## config.mk

```make
export PLATFORM = sky130hd
export DESIGN_NAME = fetch_issue_ctrl
export DESIGN_NICKNAME = d
export VERILOG_FILES = /design/src/rtl/fetch_issue_ctrl.sv
export SDC_FILE = /design/constraint.sdc
export NUM_CORES = 1
export LEC_CHECK = 0
export CAP_MARGIN = 0
export CORE_MARGIN = 2
export CORE_UTILIZATION = 50
export CTS_CLUSTER_DIAMETER = 100
export CTS_CLUSTER_SIZE = 14
export DETAILED_ROUTE_END_ITERATION = 10
export PLACE_DENSITY = 0.85
export SETUP_SLACK_MARGIN = 0.2
export SLEW_MARGIN = 10
export SYNTH_ARGS = -nofsm -noshare
export SYNTH_HDL_FRONTEND = slang
export SYNTH_SLANG_ARGS = --single-unit
export TNS_END_PERCENT = 1
```

## constraint.sdc

```tcl
create_clock -name clk -period 3.5 [get_ports clk]
set_input_delay 1.05 -clock clk [delete_from_list [all_inputs] [get_ports clk]]
set_output_delay 1.05 -clock clk [all_outputs]
set_load 0.02 [all_outputs]
```

## src/rtl/fetch_issue_ctrl.sv

```systemverilog
// Fetch/issue unit: owns the PC and issues one instruction or bubble per cycle, with hardware RAW and branch-shadow bubbles.
// Issue outputs are registered one cycle after the fetch address. There is no back-pressure; the only stalls are hazard and branch bubbles.
module fetch_issue_ctrl #(
    parameter int HAZ_DEPTH = 3,
    parameter int BR_SHADOW = 2
) (
    input  logic        clk,
    input  logic        rst_n,
    input  logic        run,
    output logic [7:0]  imem_addr,
    input  logic [15:0] imem_data,
    input  logic        redirect_valid,
    input  logic [7:0]  redirect_addr,
    output logic [15:0] issue_inst,
    output logic        issue_valid,
    output logic        issue_bubble,
    output logic [7:0]  pc,
    output logic [15:0] bubble_count
);

    localparam logic [1:0] ST_IDLE   = 2'd0;
    localparam logic [1:0] ST_FETCH  = 2'd1;
    localparam logic [1:0] ST_BRANCH = 2'd2;

    localparam int SW = (BR_SHADOW < 2) ? 1 : $clog2(BR_SHADOW + 1);

    logic [1:0]                 state_q, state_d;
    logic [7:0]                 pc_q, pc_d;
    logic [SW-1:0]              shadow_q, shadow_d;
    logic [15:0]                inst_q, inst_d;
    logic                       valid_q, valid_d;
    logic                       bubble_q, bubble_d;
    logic [15:0]                bcnt_q, bcnt_d;
    logic [HAZ_DEPTH-1:0]       hist_vld_q, hist_vld_d;
    logic [HAZ_DEPTH-1:0][2:0]  hist_dst_q, hist_dst_d;

    logic [2:0] opcode;
    logic       rd_a_vld, rd_b_vld, wr_vld;
    logic [2:0] rd_a, rd_b, wr_dst;
    logic       hazard;
    logic       push_vld;

    assign opcode = imem_data[15:13];

    // Source/destination extraction; the all-zero word is a NOP despite opcode 000.
    always_comb begin
        rd_a_vld = 1'b0;
        rd_b_vld = 1'b0;
        wr_vld   = 1'b0;
        rd_a     = 3'd0;
        rd_b     = 3'd0;
        wr_dst   = 3'd0;
        case (opcode)
            3'b000: begin
                if (imem_data != 16'h0000) begin
                    rd_a_vld = 1'b1;
                    rd_b_vld = 1'b1;
                    wr_vld   = 1'b1;
                    rd_a     = imem_data[2:0];
                    rd_b     = imem_data[5:3];
                    wr_dst   = imem_data[8:6];
                end
            end
            3'b001, 3'b010: begin
                rd_a_vld = 1'b1;
                wr_vld   = 1'b1;
                rd_a     = imem_data[5:3];
                wr_dst   = imem_data[2:0];
            end
            default: begin
                rd_a_vld = 1'b0;
            end
        endcase
    end

    always_comb begin
        hazard = 1'b0;
        for (int i = 0; i < HAZ_DEPTH; i++) begin
            if (hist_vld_q[i] &&
                ((rd_a_vld && (hist_dst_q[i] == rd_a)) ||
                 (rd_b_vld && (hist_dst_q[i] == rd_b)))) begin
                hazard = 1'b1;
            end
        end
    end

    always_comb begin
        state_d  = state_q;
        pc_d     = pc_q;
        shadow_d = shadow_q;
        inst_d   = 16'h0000;
        valid_d  = 1'b0;
        bubble_d = 1'b0;
        push_vld = 1'b0;
        case (state_q)
            ST_IDLE: begin
                if (run) begin
                    state_d = ST_FETCH;
                end
            end
            ST_FETCH: begin
                if (!run) begin
                    state_d = ST_IDLE;
                end else if (hazard) begin
                    valid_d  = 1'b1;
                    bubble_d = 1'b1;
                end else begin
                    valid_d  = 1'b1;
                    inst_d   = imem_data;
                    pc_d     = pc_q + 8'd1;
                    push_vld = wr_vld;
                    if ((opcode == 3'b100) && (BR_SHADOW > 0)) begin
                        state_d  = ST_BRANCH;
                        shadow_d = SW'(BR_SHADOW);
                    end
                end
            end
            ST_BRANCH: begin
                valid_d  = 1'b1;
                bubble_d = 1'b1;
                shadow_d = shadow_q - SW'(1);
                if (redirect_valid) begin
                    pc_d = redirect_addr;
                end
                if (shadow_q == SW'(1)) begin
                    state_d = ST_FETCH;
                end
            end
            default: begin
                state_d = ST_IDLE;
            end
        endcase
    end

    // Newest issue enters slot 0; bubbles, non-writers and paused cycles shift in invalid.
    always_comb begin
        hist_vld_d    = '0;
        hist_dst_d    = '0;
        hist_vld_d[0] = push_vld;
        hist_dst_d[0] = wr_dst;
        for (int i = 1; i < HAZ_DEPTH; i++) begin
            hist_vld_d[i] = hist_vld_q[i-1];
            hist_dst_d[i] = hist_dst_q[i-1];
        end
    end

    always_comb begin
        bcnt_d = bcnt_q;
        if (bubble_d && (bcnt_q != 16'hFFFF)) begin
            bcnt_d = bcnt_q + 16'd1;
        end
    end

    always_ff @(posedge clk) begin
        if (!rst_n) begin
            state_q    <= ST_IDLE;
            pc_q       <= 8'd0;
            shadow_q   <= '0;
            inst_q     <= 16'h0000;
            valid_q    <= 1'b0;
            bubble_q   <= 1'b0;
            bcnt_q     <= 16'd0;
            hist_vld_q <= '0;
            hist_dst_q <= '0;
        end else begin
            state_q    <= state_d;
            pc_q       <= pc_d;
            shadow_q   <= shadow_d;
            inst_q     <= inst_d;
            valid_q    <= valid_d;
            bubble_q   <= bubble_d;
            bcnt_q     <= bcnt_d;
            hist_vld_q <= hist_vld_d;
            hist_dst_q <= hist_dst_d;
        end
    end

    assign imem_addr    = pc_q;
    assign pc           = pc_q;
    assign issue_inst   = inst_q;
    assign issue_valid  = valid_q;
    assign issue_bubble = bubble_q;
    assign bubble_count = bcnt_q;

endmodule

```

==> results of run 1 <==
worst min-delay path by stage:
stage	to	slack [ps]	cells after the start
2_1_floorplan	hist_vld_q[2]	430	2
3_3_place_gp	bubble_count[6]	460	2
3_5_place_dp	hist_vld_q[2]	480	2
4_1_cts	hist_vld_q[2]	490	2
5_1_grt	hist_vld_q[2]	520	2
6_report	hist_vld_q[2]	490	2
Yosys cell counts (8+ instances only):
cell type | instances | area (um2)
nand4_1 | 10 | 62.6
and2_1 | 11 | 68.8
buf_4 | 8 | 60.1
a211oi_1 | 8 | 60.1
xnor2_1 | 14 | 123
a21oi_1 | 10 | 50.1
nand3_1 | 8 | 40.0
nand2b_1 | 22 | 138
nor2_1 | 25 | 93.8
inv_1 | 16 | 60.1
and3_1 | 22 | 138
dfxtp_1 | 58 | 1160
clkbuf_1 | 14 | 52.6
o21ai_0 | 10 | 50.1
nand2_1 | 37 | 139
mux2i_1 | 15 | 150
cells by family (layout without fill, tap and decap cells):
kind of cell	Yosys count	after routing	share of synthesized area, %
AOI/OAI and AO/OA	65	65	15.6
xor gates and xnor gates	14	14	3.74
adders and majority gates	7	7	2.67
buffers and inverters	46	167	7.18
DFF	58	58	35.5
muxes	17	17	5.39
and+or+nand+nor	174	174	30.0
critical path, delay by kind of cell:
kind / cells / cell delay [ps]
compound gates: 2 / 370
buf+inv: 4 / 950
simple gates: 6 / 1180
per-stage QoR:
stage | setup TNS, ps | utilization [%] | worst slack, ps | instance area [um2] | power [mW]
global placement | -8010 | 66.8 | -262 | 4240 | 1.03
floorplan | 0 | - | 339 | 3270 | 0.903
detailed placement | -10290 | 66.8 | -314 | 4240 | 1.04
global route | 0 | 76.6 | 118 | 4870 | 1.77
finish | 0 | 76.6 | 222 | 4870 | 1.71
CTS | 0 | 73.6 | 174 | 4670 | 1.67
registers in the layout (all words and copies together) (netlist names):
register      cells
hist_vld_q        3
bubble_count     16
issue_valid       1
issue_bubble      1
hist_dst_q        3
issue_inst       16
imem_addr         8
state_q           2
shadow_q          2
hist_dst_d        6
layout make-up:
cell class / instances / area [um2]
well taps: 77 / 96.3
clock buffers: 11 / 151
fillers: 393 / 1480
clock inverters: 3 / 40.0
flip-flops and latches: 58 / 1160
inverters: 16 / 60.1
repair buffers: 137 / 1300
multi-input cells: 277 / 2060
timing repair:
action                     4_1_cts  5_1_grt
setup endpoints to repair       39       40
setup buffers                   12        8
resized for setup               28       38
pin swaps                       13       18
gates cloned                     4        0
power groups by stage:
stage / logic [mW] / registers [mW] / clock network [mW]
after CTS: 0.345 / 0.704 / 0.623
final: 0.381 / 0.706 / 0.622
after global routing: 0.410 / 0.709 / 0.653
after global placement: 0.311 / 0.717 / 0
after detailed placement: 0.319 / 0.719 / 0
after floorplan: 0.172 / 0.731 / 0
per-layer routing:
metal / part of all wire [%] / vias to the layer above / wire length [um]
met1: 42 / 1670 / 4280
met2: 49 / 143 / 5020
met3: 6.8 / 24 / 688
met4: 2.1 / 0 / 209
li1: - / 1572 / -
met5: 0 / - / 0
==> results by group, run 1 <==
Outcome
  – Status: completed

Timing
  – Setup skew after layout: 7.52 ps
  – Final Hold Viols: 0
  – Final worst-path cycle share: 93.7%
  – RSZ-0062 raised after global routing: false
  – Fmax achieved: 305 MHz
  – Max-slew violations: 0
  – Slew HR: 58.4%
  – Final setup fails: 0
  – Worst Tran Pin Value: 624 ps
  – Final hold slack: 489 ps
  – Post-layout min period: 3280 ps

Placement
  – Cell count after placement: 541
  – Global placement routability congestion: 0.920
  – Hpwl dp: 6050 um
  – IO Port Bufs: 77

Clocking
  – Clock Latency Late Sink: 340 ps
  – Clk sink count: 58
  – CTS tree: built
  – H-tree Lvls: 3
  – CTS Buf Count: 9
  – Clock-pin slew on the worst setup and hold paths: 60 ps
  – CTS Hold Bufs: 0
  – Clk Tree Root Cell: clkbuf_8
  – CTS Buffer Depth: 2

Power
  – Logic gate share of total power: 22.3%
  – Seq pwr share: 41.3%
  – Sw frac: 28.5%
  – Cell Pwr Density: 351 nW/um2
  – Maximum vdd drop: 0.000301 V
  – Net switching power: 488 uW
  – Clock Power Share: 36.4%
  – Leakage: 2.11 nW
  – Internal power: 1.22 mW

Worst setup path
  – FF-to-FF Start: hist_dst_d[7]
  – Crit path max-delay cell type: clkdlybuf4s50_1
  – CP Cell Sequence: clkdlybuf4s50_1, nor4_2, nand4_1, nand2_2, a21boi_1, a221oi_2, buf_4, nand2_2, buf_4, nor2_4, buf_6, and3_1
  – Worst Path Max Fanout: 13
  – End point of the critical path: issue_inst[13]
  – WS Path Type: input port to flop
  – R2r endpoint: bubble_count[7]
  – CP Data Required Time: 3780 ps
  – Crit end category: flop
  – Max incr delay on CP: 450 ps
  – Worst setup SP type: input port
  – R2R Setup Slk: 930 ps
  – Reg2Reg Depth: 11
  – Worst setup path start: imem_data[9]
  – Critical Path AT: 3560 ps

Min path
  – HP Class: flop to flop
  – Min-delay src: hist_vld_q[1]

Synth
  – Post-synth EDFFs: 0
  – Post-synthesis register bit count: 58
  – Post-Syn Nets: 416
  – Mapped Area: 3270 um2
  – Ys flop type: dfxtp_1
  – Synth unique cells: 64
  – Ys Warns: 0
  – Syn Area/Cell: 8.59 um2
  – Async SR Flop Fraction: 0%
  – Syn Inst Count: 381
  – Part of the Yosys area used for sequential elements: 35.5%

GRT
  – Most used routing layer: met2
  – Gr ovfl total: 0
  – First-pass GRT wire length: 15100 um
  – Global Route Usage Sum: 25.9%
  – Grt met3 use: 6.13%
  – Pin count of the biggest net entering global routing: 59
  – Met1 usage: 33.9%
  – Vias in the first global route: 3187
  – Met2 GRT Util: 42.4%
  – Initial antenna violation count: 0

Final layout
  – Most common cell after layout, fill and taps aside: clkdlybuf4s50_1
  – Commonest non-fill, non-tap cells in the layout: clkdlybuf4s50_1, dfxtp_1, buf_4
  – Share of layout cells above drive strength 1: 24.1%
  – Antenna diodes: 0
  – Nets@finish: 534
  – Post-Layout Cell Count: 579
  – Synth-to-layout area growth: 48.6%

Die
  – Core ar.: 6350 um2
  – Overall die area: 7210 um2
  – Starting Density: 51.6%
  – IO Count: 78
  – Die span in x: 84.9 um
  – Floorplan row count: 29
  – Die height: 84.9 um

Drt
  – Starting DRT DRC Count: 261
  – Residual DRC: 0
  – Routed Antenna Nets: 0
  – Vias per cell: 5.89
  – Drt wl/cell: 17.6 um
  – Drt first pass iters: 7
  – Final WL: 10200 um
  – Via count: 3409

Job
  – Max-cap violation count: 0
Note: power is estimated with default switching activity, not from simulation.
==> run 2: changes to the inputs <==
- CORE_MARGIN: 2 -> unset
- GPL_ROUTABILITY_DRIVEN: unset -> 0
==> run 2 against run 1 <==
- cell count shrank 0.69%
- critical path depth grew 1
- power grew 6.1%
- maximum frequency grew 1.5%
- wire length grew 4.0%
==> results by group, run 2 (synthesis gave the netlist of run 1 again) <==
Worst setup path
  – WS Path Type: input port to flop
  – Crit end category: flop
  – CP Data Required Time: 3740 ps
  – R2r endpoint: bubble_count[6]
  – FF-to-FF Start: bubble_count[4]
  – Reg2Reg Depth: 10
  – Worst setup path start: imem_data[13]
  – Worst Path Max Fanout: 8
  – Worst setup SP type: input port
  – Critical Path AT: 3470 ps
  – R2R Setup Slk: 910 ps

Power
  – Leakage: 2.12 nW
  – Maximum vdd drop: 0.000351 V
  – Cell Pwr Density: 374 nW/um2
  – Total Power: 1.81 mW

Min path
  – Hold path depth: 2
  – HP Class: flop to flop
  – Min-delay src: hist_vld_q[1]
  – Hold Path Sink: hist_vld_q[2]

Clocking
  – CTS Buffer Depth: 2
  – Clk sink count: 58
  – Clk Tree Root Cell: clkbuf_8
  – H-tree Lvls: 3
  – Clock-pin slew on the worst setup and hold paths: 70 ps
  – CTS Buf Count: 9
  – CTS tree: built
  – Clock Latency Late Sink: 350 ps

GRT
  – First-pass GRT wire length: 15200 um
  – Global Route Usage Sum: 27.4%
  – Pin count of the biggest net entering global routing: 44
  – Initial antenna violation count: 0
  – Gr ovfl total: 0
  – Vias in the first global route: 3152

Die
  – IO Count: 78
  – Die height: 82.9 um
  – Core ar.: 6350 um2
  – Floorplan row count: 29
  – Die span in x: 82.9 um
  – Starting Density: 51.6%
  – Overall die area: 6880 um2

Final layout
  – Antenna diodes: 0
  – Share of layout cells above drive strength 1: 23.3%
  – Nets@finish: 529
  – Most common cell after layout, fill and taps aside: clkdlybuf4s50_1
  – Commonest non-fill, non-tap cells in the layout: clkdlybuf4s50_1, dfxtp_1, buf_4
  – Synth-to-layout area growth: 48.2%

Job
  – Max-cap violation count: 0

Drt
  – Residual DRC: 0
  – Drt wl/cell: 18.4 um
  – Vias per cell: 6.01
  – Routed Antenna Nets: 0
  – Via count: 3453
  – Drt first pass iters: 5
  – Starting DRT DRC Count: 241
  – Final WL: 10600 um

Timing
  – Setup TNS: 0 ps
  – Final worst-path cycle share: 92.3%
  – Final setup fails: 0
  – Slew HR: 52.5%
  – Setup skew after layout: 11.9 ps
  – Post-layout min period: 3230 ps
  – Fmax achieved: 310 MHz
  – Final Hold Viols: 0
  – Max-slew violations: 0
  – RSZ-0062 raised after global routing: false
  – Worst Tran Pin Value: 713 ps

Placement
  – IO Port Bufs: 77
  – Hpwl dp: 5960 um

Outcome
  – Status: completed
-- run 2: cell count changes in the layout (fill, tap and decap cells not counted), sizes merged --
cell	previous run	this run
clkinv	2	0
clkbuf	14	16
dlygate4sd2	1	0
clkinvlp	0	2
dlymetal6s2s	6	10
buf	62	53
clkdlybuf4s50	65	64
bufinv	1	2
-- run 2: power breakdown --
part	internal (mW)	leakage, nW	switching (mW)
sequential	0.683	0.469	0.0231
combinational	0.182	1.54	0.210
clock	0.436	0.108	0.280
total	1.30	2.12	0.513
-- run 2: worst max-delay path, cell delays in order --
cell and delay [ps]:
dlymetal6s2s_1 130, buf_6 140, buf_4 150, a21oi_2 170, o32ai_1 110, a2111o_1 420, nor2_2 180, a32oi_2 140
and2_4 200, a31oi_4 320, clkbuf_16 210, nand3_1 100, mux2i_1 140
-- run 2: how the worst max path moves through the flow --
stage                       to
2_1_floorplan  bubble_count[3]
3_3_place_gp      imem_addr[2]
3_5_place_dp      imem_addr[2]
4_1_cts          issue_inst[5]
5_1_grt           imem_addr[3]
6_report       bubble_count[6]
-- run 2: metrics by stage --
| step | hold slack, ps | utilization, % | setup WS (ps) | area (um2) | cells |
|---|---|---|---|---|---|
| global route | 507 | 76.4 | 133 | 4850 | 575 |
| finish | 500 | 76.4 | 271 | 4850 | 575 |
| detailed placement | 483 | 67.3 | -274 | 4270 | 545 |
| floorplan | 432 | - | 339 | 3270 | 381 |
| global placement | 461 | 67.3 | -249 | 4270 | 545 |
| CTS | 486 | 72.9 | 167 | 4630 | 564 |
-- run 2: final cells by class --
type | instances | area [um2]
fill | 400 | 1500
tap | 77 | 96.3
inverter | 16 | 60.1
clock inverter | 4 | 75.1
clock buffer | 11 | 151
sequential | 58 | 1160
timing repair buffer | 132 | 1260
multi-input combinational | 277 | 2040
-- run 2: what timing repair did --
| action | CTS | global route |
|---|---|---|
| pin swaps | 14 | 17 |
| hold buffers | 0 | 0 |
| setup endpoints to repair | 39 | 40 |
| cloned | 2 | 3 |
| setup buffers | 2 | 8 |
| gates resized for setup | 25 | 31 |
-- run 2: routing by layer --
layer	wire length, um	share of wire [%]	global-route usage [%]
met1	4210	40	34.9
met2	5050	48	44.6
met3	900	8.5	5.27
met4	437	4.1	13.0
met5	0	0	0
==> RTL change 1: new RTL, flow settings as in run 2 <==
The parameter `BR_SHADOW` goes from 2 to 8.
--- a/src/rtl/fetch_issue_ctrl.sv
+++ b/src/rtl/fetch_issue_ctrl.sv
@@ -2,7 +2,7 @@
 // Issue outputs are registered one cycle after the fetch address. There is no back-pressure; the only stalls are hazard and branch bubbles.
 module fetch_issue_ctrl #(
     parameter int HAZ_DEPTH = 3,
-    parameter int BR_SHADOW = 2
+    parameter int BR_SHADOW = 8
 ) (
     input  logic        clk,
     input  logic        rst_n,
Check against the original RTL: not equivalent (Yosys sat finds a counterexample within 10 cycles, from zero or initial values and one cycle with rst_n low).
==> RTL change 1 against run 2 <==
Total power fell by 11%; sequential cell count rose by 2; the run now ends with DRC left; routed wire length rose by 3.8%; count of clock-buffer cells in the layout fell by 1; area after synthesis rose by 4.9%; clock power fell by 13%; cell count rose by 8.0%; sequential power rose by 0.8%; critical path depth fell by 2; cell area rose by 2.5%; worst setup slack got worse by 0.013 ns.
==> RTL change 1: results <==
[power]
p_leak_uw = 0.00196
vdd_drop_max_v = 0.000215

[finish]
ff_latch_area_sq_um = 1200
multi_input_area_sq_um = 2050
nFillCells = 419
n_all_buffers = 139
seq_cell_count = 60
fin_area_sq_um = 4980
clkbuf_count = 10
clk_share = 0.0382
final_nets = 576
bufAreaShareNonClock = 0.273
n_all_inverters = 22

[global_route]
grt_pass1_wl_um = 16000
met2_usage = 0.472
grt_use_met3 = 0.0525
grt_start_max_net_pins = 30
grt_use_met1 = 0.346
grt_pass1_vias = 3514
grtUsageTotal = 0.277

[yosys]
synth-compound-area-share = 0.230
synth_nets = 461
synth.area.mux_share = 0.00583
synth_area_leaders = dfxtp_1 35%, o21ai_0 4.2%, a21oi_1 3.8%
yosys.area_share.xor_xnor = 0.0302
synth_seq_area_share = 0.350
synth.distinct_cells = 59
synth_commonest_cells = 60 x dfxtp_1, 32 x nand2_1, 29 x o21ai_0

[drt]
drt_first_pass_iters = 9
post-route-drc-count = 5
drt_iter0_markers = 451
drt-wirelength-per-cell_um = 17.7
vias_per_cell = 6.27

[setup_path]
crit_path_start = imem_data[8]
cpPeakStageDelay_ns = 0.46
r2r-end = bubble_count[3]$_SDFFE_PN0P_
r2r_slack_ns = 0.81
critical_path.max_fanout = 7
arrival_ns = 3.51

[sta]
worst_pin_slew_ns = 0.723
worst_hold_slack_ns = 0.508

[outcome]
status = finished, violations left
violations = DRC

[placed_design]
dpl_cell_area_sq_um = 4510
dp_hpwl_um = 6910

[hold_path]
worst_hold_path.endpoint = state_q[0]$_SDFFE_PN0P_
hold_depth = 2

[cts]
cts_setup_buffers = 0
==> RTL change 1: changes by cell type after synthesis, moves of 5 or more <==
cell and change:
nand2b_1 -16, and3_1 -6, a21oi_1 +16, nor2b_1 +5
inv_1 +6, nand2_1 -5, o21ai_0 +19, mux2i_1 -13
or3_1 +11, nand3_1 +9
==> RTL change 1: per-layer routing <==
metal	routed length, um	part of all wire
met3	1060	0.096
met4	301	0.027
met2	5230	0.48
met5	0	0
met1	4410	0.40
==> RTL change 1: stage by stage <==
| step | worst slack (ns) | instances | utilization |
|---|---|---|---|
| 2_1_floorplan | 0.467 | 425 | - |
| 3_5_place_dp | -0.235 | 599 | 0.695 |
| 5_1_grt | 0.209 | 621 | 0.766 |
| 3_3_place_gp | -0.223 | 599 | 0.695 |
| 6_report | 0.258 | 621 | 0.766 |
| 4_1_cts | 0.145 | 614 | 0.728 |
==> RTL change 1: how the worst max path moves through the flow <==
| stage | end |
|---|---|
| 3_3_place_gp | issue_inst[3]$_SDFF_PP0_ |
| 4_1_cts | bubble_count[14]$_SDFFE_PN0P_ |
| 6_report | bubble_count[2]$_SDFFE_PN0P_ |
| 3_5_place_dp | bubble_count[8]$_SDFFE_PN0P_ |
| 2_1_floorplan | imem_addr[2]$_SDFFE_PN0P_ |
| 5_1_grt | bubble_count[2]$_SDFFE_PN0P_ |
==> RTL change 1: power breakdown <==
group          switching, uW  internal (uW)
logic                    142            138
registers               15.5            696
clock network            283            340
total                    440           1170
==> RTL change 1: worst register-to-register path, cell delays in order, from the launching register on <==
cell	delay, ns
dfxtp_1	0.45
or2_2	0.35
a311o_1	0.33
a31oi_1	0.26
nand4_1	0.15
o211ai_2	0.14
buf_6	0.16
o21ai_4	0.10
clkbuf_16	0.18
or3_1	0.36
a21oi_1	0.15
==> RTL change 2: new RTL, settings of run 2 <==
Made on the original files. Reset style: asynchronous (`rst_n`), changed in one clocked block.
--- a/src/rtl/fetch_issue_ctrl.sv
+++ b/src/rtl/fetch_issue_ctrl.sv
@@ -151,7 +151,7 @@
         end
     end
 
-    always_ff @(posedge clk) begin
+    always_ff @(posedge clk or negedge rst_n) begin
         if (!rst_n) begin
             state_q    <= ST_IDLE;
             pc_q       <= 8'd0;
Function: differs if rst_n is asserted again (counterexample within 4 cycles, from zero or initial values and one cycle with rst_n low); with rst_n held inactive, the same outputs for 10 cycles.
==> RTL change 2 against run 2 <==
Sequential cell count unchanged; routed wire length fell by 0.65%; worst setup slack worse by 0.11 ns; cell area increased by 2.3%; via count is essentially flat; area after synthesis is 5.7% higher; critical endpoint is now imem_addr[3]$_DFFE_PN0P_; largest cell class unchanged.
Power is not compared: it rests on default switching activity, and its combinational part moved more than twofold at a synthesized area within 25%.
==> RTL change 2: results <==
[outcome]
status = complete, no violations

[cts]
worstSkewPairLatency_ns = 0.35
cts_max_level = 3
cts-root-buf = clkbuf_8
clkTransAtPathRegs_ns = 0.07
clk_path_buf_depth = 2
cts_buffers = 9

[yosys]
synthArstFlopShare = 1.00
synth_nets = 380
synth.distinct_cells = 71
synth_seq_area_share = 0.419
synth_top_flop_cell = dfrtp_1
yosys_warnings = 0
synth_area_leaders = dfrtp_1 42%, xnor2_1 6.3%, ha_1 2.5%
synth_commonest_cells = 58 x dfrtp_1, 25 x xnor2_1, 15 x nor2_1, 15 x nor3_1
synthCells = 345

[drt]
drt_iter0_markers = 270
drt-wirelength-per-cell_um = 19.4
drt_first_pass_iters = 5
via_count = 3452
vias_per_cell = 6.35

[sta]
clock_skew_ns = 0.00810
worst_hold_slack_ns = 0.471
worst_pin_slew_ns = 0.646

[power]
p_leak_uw = 0.00211
vdd_drop_max_v = 0.000436
p_switching_uw = 1020

[finish]
final_nets = 497
diodes = 0
final_layout_size_suffix_gt1_frac = 0.246

[global_route]
grt_start_max_net_pins = 31
grtUsageTotal = 0.279
antenna_found_initial = 0
grt_pass1_vias = 3261
grt_pass1_wl_um = 15700

[placed_design]
pre_cts_slack_ns = -0.331
dp_hpwl_um = 6900
portBuffers = 77
dpl.cell_count = 520

[setup_path]
reg2reg_depth = 10
arrival_ns = 3.61
critical_path.max_fanout = 4

[hold_path]
hold_depth = 0
min_path_type = reg -> reg
[RTL change 2: logic make-up after synthesis]
family	after synthesis	share of synthesized area
XOR/XNOR	26	0.0658
AND/OR/NAND/NOR	112	0.183
buffers and inverters	41	0.0611
flip-flops	58	0.419
AO/OA/AOI/OAI	96	0.228
multiplexers	5	0.0181
adder cells (fa/ha/maj)	7	0.0253
[RTL change 2: timing repair]
action,4_1_cts,5_1_grt
cloned,0,1
gates resized for setup,18,22
pin swaps,7,10
setup buffers,0,7
endpoints found under the setup margin,24,24
[RTL change 2: area by class of cell]
cell class	count	area (sq um)
multi-input combinational	246	1930
fill	408	1570
sequential	58	1450
timing repair buffer	133	1210
clock buffer	11	141
tap	77	96.3
clock inverter	5	77.6
inverter	14	52.6
[RTL change 2: final timing paths]
kind,start,endpoint,slack [ns]
setup / recovery,imem_data[6],imem_addr[3]$_DFFE_PN0P_,0.16
hold / removal,hist_vld_q[0]$_DFF_PN0_,hist_vld_q[1]$_DFF_PN0_,0.47
setup reg to reg,hist_dst_q[7]$_DFF_PN0_,imem_addr[7]$_DFFE_PN0P_,0.85
hold reg to reg,hist_vld_q[0]$_DFF_PN0_,hist_vld_q[1]$_DFF_PN0_,0.47
max in group asynchronous,rst_n,hist_dst_q[6]$_DFF_PN0_,2.10
min in group asynchronous,rst_n,issue_inst[10]$_DFF_PN0_,0.72
[RTL change 2: per-layer routing]
layer,up-vias,global-route usage,wire [um]
li1,1524,-,-
met1,1694,0.364,4230
met2,193,0.452,5130
met3,41,0.0574,807
met4,0,0.117,371
met5,-,0,0
[RTL change 2: metrics by stage]
stage,setup TNS [ns],utilization,instance area (sq um)
floorplan,0,-,3460
global placement,-5.06,0.695,4540
CTS,0,0.739,4820
finish,0,0.760,4960
global route,0,0.760,4960
detailed placement,-7.94,0.695,4540
[RTL change 2: power by group through the flow]
stage / Clock, uW / Combinational (uW) / Sequential, uW
2_1_floorplan: 0 / 582 / 996
3_3_place_gp: 0 / 1060 / 911
3_5_place_dp: 0 / 1090 / 919
4_1_cts: 700 / 1110 / 907
5_1_grt: 735 / 1240 / 929
6_report: 701 / 1170 / 913
[RTL change 2: critical path, stage by stage]
cell	delay, ns
clkdlybuf4s50_1	0.42
nor4_1	0.29
nand2_1	0.17
a211oi_1	0.28
nor3_1	0.11
buf_4	0.17
a32oi_4	0.26
a31oi_4	0.17
buf_4	0.17
buf_4	0.12
nor3_1	0.21
a2bb2oi_1	0.18
